## config.mk

```make
export PLATFORM = sky130hd
export DESIGN_NAME = lsu_mem_access
export DESIGN_NICKNAME = d
export VERILOG_FILES = /design/src/rtl/lsu_mem_access.sv
export SDC_FILE = /design/constraint.sdc
export NUM_CORES = 1
export LEC_CHECK = 0
export BUFFER_PORTS_ARGS = -buffer_cell sky130_fd_sc_hd__buf_2
export CORE_ASPECT_RATIO = 0.9
export CORE_MARGIN = 4
export CORE_UTILIZATION = 54
export CTS_BUF_LIST = sky130_fd_sc_hd__clkbuf_4
export DETAILED_ROUTE_END_ITERATION = 10
export PLACE_DENSITY = 0.88
export SLEW_MARGIN = 30
export SYNTH_ARGS = -nofsm -noshare
export SYNTH_HDL_FRONTEND = slang
export SYNTH_SLANG_ARGS = --single-unit
```

## constraint.sdc

```tcl
create_clock -name clk -period 5.1 [get_ports clk]
set_input_delay 0.51 -clock clk [delete_from_list [all_inputs] [get_ports clk]]
set_output_delay 0.51 -clock clk [all_outputs]
set_load 0.005 [all_outputs]
```

## src/rtl/lsu_mem_access.sv

```systemverilog
`default_nettype none
// ============================================================================
// Module      : lsu_mem_access
// Description : MEM-stage load/store sequencer. Turns a MEM-stage access into
//               a req/gnt/rvalid data-memory transaction and stalls the
//               pipeline until it completes.
//
//               Stores: write data is replicated across byte lanes and a byte
//               strobe is generated. Loads: the raw word, addr[1:0] and the
//               load type are returned, registered, to the load-extension
//               stage.
//
//               LoadCon : LW=0 LB=1 LH=2 LHU=3 LBU=4
//               StoreCon: SW=0 SB=1 SH=2
//
// Parameters  : ALLOW_MISALIGN  1: unaligned half/word issued as aligned word
//                               0: unaligned half/word rejected (misalign_err)
//               TIMEOUT         max cycles spent in REQ+WAIT (1..255)
//
// Ports       : clk, rst_n                 clock / async active-low reset
//               mem_valid, mem_is_load,
//               mem_is_store, mem_addr,
//               mem_wdata, mem_size        MEM-stage access
//               stall                      hold pipeline (combinational)
//               misalign_err, bus_err      1-cycle error pulses
//               load_valid, load_rdata,
//               load_addr_lo, load_con     load result to extension stage
//               dm_req, dm_we, dm_addr,
//               dm_wdata, dm_wstrb         data-memory request
//               dm_gnt, dm_rvalid,
//               dm_rdata                   data-memory response
//
// Revision    : 1.0  initial release
// ============================================================================
module lsu_mem_access #(
    parameter bit          ALLOW_MISALIGN = 1'b0,
    parameter int unsigned TIMEOUT        = 255
) (
    input  logic        clk,
    input  logic        rst_n,
    // MEM-stage access
    input  logic        mem_valid,
    input  logic        mem_is_load,
    input  logic        mem_is_store,
    input  logic [31:0] mem_addr,
    input  logic [31:0] mem_wdata,
    input  logic [2:0]  mem_size,
    // Pipeline control and status
    output logic        stall,
    output logic        misalign_err,
    output logic        bus_err,
    // Load result
    output logic        load_valid,
    output logic [31:0] load_rdata,
    output logic [1:0]  load_addr_lo,
    output logic [2:0]  load_con,
    // Data-memory port
    output logic        dm_req,
    output logic        dm_we,
    output logic [31:0] dm_addr,
    output logic [31:0] dm_wdata,
    output logic [3:0]  dm_wstrb,
    input  logic        dm_gnt,
    input  logic        dm_rvalid,
    input  logic [31:0] dm_rdata
);

    // ------------------------------------------------------------------------
    // Constants
    // ------------------------------------------------------------------------
    localparam logic [1:0] c_st_idle = 2'd0;
    localparam logic [1:0] c_st_req  = 2'd1;
    localparam logic [1:0] c_st_wait = 2'd2;
    localparam logic [1:0] c_st_done = 2'd3;

    localparam logic [2:0] c_lw  = 3'd0;
    localparam logic [2:0] c_lh  = 3'd2;
    localparam logic [2:0] c_lhu = 3'd3;

    localparam logic [2:0] c_sw  = 3'd0;
    localparam logic [2:0] c_sb  = 3'd1;
    localparam logic [2:0] c_sh  = 3'd2;

    // Counter value seen in the last permitted REQ/WAIT cycle.
    localparam logic [7:0] c_cnt_last = 8'(TIMEOUT - 1);

    // ------------------------------------------------------------------------
    // Registers
    // ------------------------------------------------------------------------
    logic [1:0]  r_state;
    logic [7:0]  r_cnt;
    logic        r_txn_load;
    logic        r_dm_req;
    logic        r_dm_we;
    logic [31:0] r_dm_addr;
    logic [31:0] r_dm_wdata;
    logic [3:0]  r_dm_wstrb;
    logic        r_load_valid;
    logic [31:0] r_load_rdata;
    logic [1:0]  r_load_addr_lo;
    logic [2:0]  r_load_con;
    logic        r_misalign_err;
    logic        r_bus_err;

    // ------------------------------------------------------------------------
    // Combinational signals
    // ------------------------------------------------------------------------
    logic        w_access;
    logic        w_misalign;
    logic        w_reject;
    logic [31:0] w_st_wdata;
    logic [3:0]  w_st_wstrb;
    logic [1:0]  w_state_nxt;
    logic        w_timeout;
    logic        w_issue;

    assign w_access = mem_valid & (mem_is_load | mem_is_store);

    // Alignment check: words need addr[1:0]==0, halves need addr[0]==0.
    always_comb begin
        w_misalign = 1'b0;
        if (mem_is_load) begin
            unique case (mem_size)
                c_lw:        w_misalign = |mem_addr[1:0];
                c_lh, c_lhu: w_misalign = mem_addr[0];
                default:     w_misalign = 1'b0;
            endcase
        end else if (mem_is_store) begin
            unique case (mem_size)
                c_sw:    w_misalign = |mem_addr[1:0];
                c_sh:    w_misalign = mem_addr[0];
                default: w_misalign = 1'b0;
            endcase
        end
    end

    assign w_reject = w_misalign & ~ALLOW_MISALIGN;
    assign w_issue  = (r_state == c_st_idle) & w_access & ~w_reject;

    // Store lane replication and byte strobe. An unknown StoreCon still goes
    // out on the bus, but with no byte lanes enabled.
    always_comb begin
        w_st_wdata = mem_wdata;
        w_st_wstrb = 4'b0000;
        unique case (mem_size)
            c_sb: begin
                w_st_wdata = {4{mem_wdata[7:0]}};
                w_st_wstrb = 4'b0001 << mem_addr[1:0];
            end
            c_sh: begin
                w_st_wdata = {2{mem_wdata[15:0]}};
                w_st_wstrb = mem_addr[1] ? 4'b1100 : 4'b0011;
            end
            c_sw: begin
                w_st_wdata = mem_wdata;
                w_st_wstrb = 4'b1111;
            end
            default: begin
                w_st_wdata = mem_wdata;
                w_st_wstrb = 4'b0000;
            end
        endcase
    end

    // ------------------------------------------------------------------------
    // FSM: state register
    // ------------------------------------------------------------------------
    always_ff @(posedge clk or negedge rst_n) begin
        if (!rst_n) begin
            r_state <= c_st_idle;
        end else begin
            r_state <= w_state_nxt;
        end
    end

    // ------------------------------------------------------------------------
    // FSM: next state
    // A completing gnt/rvalid wins over the timeout in the same cycle.
    // DONE always returns to IDLE so the instruction still sitting in MEM
    // during DONE is never issued a second time.
    // ------------------------------------------------------------------------
    always_comb begin
        w_state_nxt = r_state;
        w_timeout   = 1'b0;
        unique case (r_state)
            c_st_idle: begin
                if (w_access) begin
                    w_state_nxt = w_reject ? c_st_done : c_st_req;
                end
            end
            c_st_req: begin
                if (dm_gnt) begin
                    w_state_nxt = r_dm_we ? c_st_done : c_st_wait;
                end else if (r_cnt == c_cnt_last) begin
                    w_state_nxt = c_st_done;
                    w_timeout   = 1'b1;
                end
            end
            c_st_wait: begin
                if (dm_rvalid) begin
                    w_state_nxt = c_st_done;
                end else if (r_cnt == c_cnt_last) begin
                    w_state_nxt = c_st_done;
                    w_timeout   = 1'b1;
                end
            end
            c_st_done: begin
                w_state_nxt = c_st_idle;
            end
            default: begin
                w_state_nxt = c_st_idle;
            end
        endcase
    end

    // Reset gating keeps the pipeline free while the sequencer is held in
    // reset, even if MEM still presents an access.
    assign stall = w_access & (r_state != c_st_done) & rst_n;

    // ------------------------------------------------------------------------
    // Datapath and registered outputs
    // ------------------------------------------------------------------------
    always_ff @(posedge clk or negedge rst_n) begin
        if (!rst_n) begin
            r_cnt          <= 8'd0;
            r_txn_load     <= 1'b0;
            r_dm_req       <= 1'b0;
            r_dm_we        <= 1'b0;
            r_dm_addr      <= 32'd0;
            r_dm_wdata     <= 32'd0;
            r_dm_wstrb     <= 4'd0;
            r_load_valid   <= 1'b0;
            r_load_rdata   <= 32'd0;
            r_load_addr_lo <= 2'd0;
            r_load_con     <= 3'd0;
            r_misalign_err <= 1'b0;
            r_bus_err      <= 1'b0;
        end else begin
            // Status outputs are single-cycle pulses landing in DONE.
            r_load_valid   <= 1'b0;
            r_misalign_err <= 1'b0;
            r_bus_err      <= 1'b0;

            if (r_state == c_st_idle) begin
                r_cnt <= 8'd0;
                if (w_access & w_reject) begin
                    r_misalign_err <= 1'b1;
                end
            end else if ((r_state == c_st_req) || (r_state == c_st_wait)) begin
                r_cnt <= r_cnt + 8'd1;
            end

            if (w_issue) begin
                r_dm_req   <= 1'b1;
                r_dm_we    <= mem_is_store;
                r_dm_addr  <= {mem_addr[31:2], 2'b00};
                r_dm_wdata <= mem_is_store ? w_st_wdata : 32'd0;
                r_dm_wstrb <= mem_is_store ? w_st_wstrb : 4'b0000;
                r_txn_load <= mem_is_load;
                if (mem_is_load) begin
                    r_load_addr_lo <= mem_addr[1:0];
                    r_load_con     <= mem_size;
                end
            end

            if ((r_state == c_st_req) && dm_gnt) begin
                r_dm_req <= 1'b0;
            end

            if ((r_state == c_st_wait) && dm_rvalid) begin
                r_load_rdata <= dm_rdata;
                r_load_valid <= 1'b1;
            end

            // On timeout a load still completes, with a zero word, so the
            // pipeline sees a well-defined writeback alongside bus_err.
            if (w_timeout) begin
                r_dm_req  <= 1'b0;
                r_bus_err <= 1'b1;
                if (r_txn_load) begin
                    r_load_rdata <= 32'd0;
                    r_load_valid <= 1'b1;
                end
            end
        end
    end

    // ------------------------------------------------------------------------
    // Output assignments
    // ------------------------------------------------------------------------
    assign dm_req       = r_dm_req;
    assign dm_we        = r_dm_we;
    assign dm_addr      = r_dm_addr;
    assign dm_wdata     = r_dm_wdata;
    assign dm_wstrb     = r_dm_wstrb;
    assign load_valid   = r_load_valid;
    assign load_rdata   = r_load_rdata;
    assign load_addr_lo = r_load_addr_lo;
    assign load_con     = r_load_con;
    assign misalign_err = r_misalign_err;
    assign bus_err      = r_bus_err;

endmodule
`default_nettype wire

```

==> metrics <==
status finished, final reports clean; Synth Instances 482; Critical Path RT about 5500 ps; clock sink count about 120; die height roughly 100 microns; GP Congestion about 0.85; CP arrival ~3200 ps; Worst Skew roughly 14 ps; Core Region 0.00978 sq mm; ys flop type dfrtp_1; worst reg2reg endpoint dm_addr[10]$_DFFE_PN0P_; CTS root buf clkbuf_4; Async SR Flop Fraction 1.00; Pint between 2 and 3 mW; CTS tree yes; Final Max Tran Viols 0; Final Hold Vio Count 0; largest net degree at the start of global routing between 70 and 80; worst setup path category reg2reg; crit start category flip-flop; syn avg cell area about 11 sq um; f_max 361 MHz; First-pass DRT Iterations 5; CP Max Fanout 68; final count of negative-setup-slack endpoints 0; Seq/Total Area, Yosys 0.542; Comb pwr share 0.363; post-DP HPWL between 10000 and 15000 microns; R2R Setup Slk between 2000 and 2500 ps; RSZ-0062 raised after global routing false; layout cell share with drive strength beyond 1 0.474; Pwr per Cell Area 553 mW/mm^2; Final Critical Period approximately 2800 ps; hold endpoint dm_addr[22]$_DFFE_PN0P_; CTS resizes 0; Wirelength per Cell between 15 and 20 microns; sequential share of power 0.422; clock edge transition at the registers on the reported setup and hold paths roughly 120 ps; Die ar. about 0.012 sq mm; worst skew pair latency around 500 ps; maximum vdd drop around 320 uV; total leakage power roughly 3.4 nW; RR Startpoint r_state[1]$_DFFE_PN0P_; Initial Util 0.561; row count 34; Tightest Hold Check Type in2reg; global route total overflow 0; EDFF count, synth 0; chip width ~110 microns; Port Buffers about 210; Boundary Pins around 220; hold depth 2; routed via count about 4600; GRT Util Overall 0.249; synth unique cells between 40 and 50; Mapped Area roughly 0.0055 sq mm; Via density 5.61; setup TNS 0 ps; final core utilization 0.704; Max Buffers Root-to-Sink 2; Syn-to-layout area delta 25.4%; Setup crit end kind flip-flop; slew margin rel. 0.365; CTS buffer count 17; clock share of power 0.215; multi-input logic area about 0.0023 sq mm; DRC errors left 0; switching share of power 0.343; final-layout fill cell count 720; Syn. warnings 0; vias in the first global route roughly 4800; Worst Tran Pin Value approximately 950 ps; fin nets 800; Iteration-0 DRC Markers approximately 360; Setup Buffers After CTS 0; antenna-violating nets left 0; drt total wl ~15000 microns; register area around 0.003 sq mm; Final Cycle Share 0.544; reg2reg path depth 5; Hold Crit Start mem_addr[22]; H-tree depth 4; switching pwr 1.30 mW; Max-Cap Viols 0; first-pass GRT wire length 23700 microns; initial antenna violation count 1; post-synthesis register bit count approximately 120
[cell type report]
cell class                 instances  area share
antenna                            1    0.000364
sequential                       119       0.433
clock inverter                    15      0.0325
timing repair buffer             216       0.159
clock buffer                      17      0.0185
tap                              126      0.0229
inverter                           7     0.00382
multi-input combinational        325       0.330
[metrics by stage]
step	setup slack (ps)	cells	cell area, sq um	hold WS (ps)	power (mW)
after CTS	2380	825	6880	187	3.84
after global placement	2540	792	6500	469	2.92
after global routing	2160	826	6880	169	4.06
final	2330	826	6880	231	3.81
after detailed placement	2400	792	6520	468	3.01
after floorplan	3250	483	5500	214	2.36
[what timing repair did]
action	4_1_cts	5_1_grt
hold endpoints to repair	32	0
hold buffers	1	0
setup endpoints to repair	0	0
[Yosys cell counts, drive strengths merged, types with 3 or more instances]
cell	n	share of area
mux2	34	0.070
o22ai	8	0.0091
o2bb2ai	8	0.013
or2	18	0.021
nand4	3	0.0046
a21oi	38	0.056
ha	8	0.018
dfrtp	119	0.54
clkbuf	14	0.010
a31oi	4	0.0046
nand2b	15	0.018
inv	7	0.0048
buf	18	0.032
o21ai	40	0.036
a32o	16	0.029
nand2	82	0.057
nand3	5	0.0077
a211o	3	0.0048
nor3b	3	0.0062
o31ai	3	0.0041
nor2	8	0.0055
mux2i	10	0.018
nor3	3	0.0027
[per-layer routing]
metal,part of all wire,vias up,GRT usage
met5,0,-,0
met4,0.019,0,0.0712
met3,0.093,29,0.0776
met2,0.51,236,0.425
met1,0.38,2259,0.301
li1,-,2108,-
[cells by family (layout without fill, tap and decap cells)]
| logic type | after synthesis | count (layout) | synth area share |
|---|---|---|---|
| multiplexers | 44 | 44 | 0.0879 |
| buffers and inverters | 39 | 255 | 0.0467 |
| other | 1 | 3 | 0.000683 |
| AO/OA/AOI/OAI | 127 | 127 | 0.172 |
| AND/OR/NAND/NOR | 144 | 144 | 0.132 |
| adder cells (fa/ha/maj) | 8 | 8 | 0.0182 |
| flip-flops | 119 | 119 | 0.542 |
[cells in the final DEF, fill, tap and decap left out, types with 4 or more instances in the layout]
| master | count |
|---|---|
| a21oi_1 | 7 |
| clkbuf_4 | 17 |
| buf_2 | 213 |
| bufinv_16 | 5 |
| a21oi_2 | 30 |
| dfrtp_1 | 119 |
| nand2b_1 | 14 |
| a31oi_1 | 4 |
| nand2_1 | 80 |
| a32o_1 | 16 |
| o21ai_0 | 40 |
| or2_2 | 6 |
| mux2_2 | 34 |
| o22ai_1 | 8 |
| ha_1 | 8 |
| inv_1 | 6 |
| nor2_1 | 8 |
| o2bb2ai_1 | 8 |
| or2_0 | 12 |
| mux2i_1 | 10 |
[sequential cells by signal, summed over array words and instances (netlist names)]
name	count
load_addr_lo	2
load_valid	1
dm_wdata	32
dm_req	1
r_state	2
r_cnt	8
misalign_err	1
bus_err	1
dm_wstrb	4
load_rdata	32
r_txn_load	1
load_con	3
dm_addr	30
dm_we	1
[worst max-delay path: stages (launching register included)]
cell	delay, ps
dfrtp_1	460
inv_1	130
ha_1	470
o211a_2	360
nand3_4	650
mux2_2	550
[power by group through the flow]
stage	logic [mW]	registers, mW	clock network [mW]
2_1_floorplan	0.736	1.63	0
3_3_place_gp	1.33	1.59	0
3_5_place_dp	1.39	1.62	0
4_1_cts	1.40	1.61	0.837
5_1_grt	1.53	1.65	0.880
6_report	1.38	1.61	0.820
[worst max path at each step]
stage | startpoint | end | slack, ps | cells past startpoint
2_1_floorplan | mem_size[1] | dm_addr[10]$_DFFE_PN0P_ | 3250 | 6
3_3_place_gp | r_state[1]$_DFFE_PN0P_ | dm_addr[13]$_DFFE_PN0P_ | 2540 | 5
3_5_place_dp | r_state[1]$_DFFE_PN0P_ | dm_addr[27]$_DFFE_PN0P_ | 2400 | 5
4_1_cts | r_state[1]$_DFFE_PN0P_ | dm_addr[30]$_DFFE_PN0P_ | 2380 | 5
5_1_grt | r_state[1]$_DFFE_PN0P_ | dm_addr[9]$_DFFE_PN0P_ | 2160 | 5
6_report | r_state[1]$_DFFE_PN0P_ | dm_addr[10]$_DFFE_PN0P_ | 2330 | 5
(Power assumes the default switching activity.)
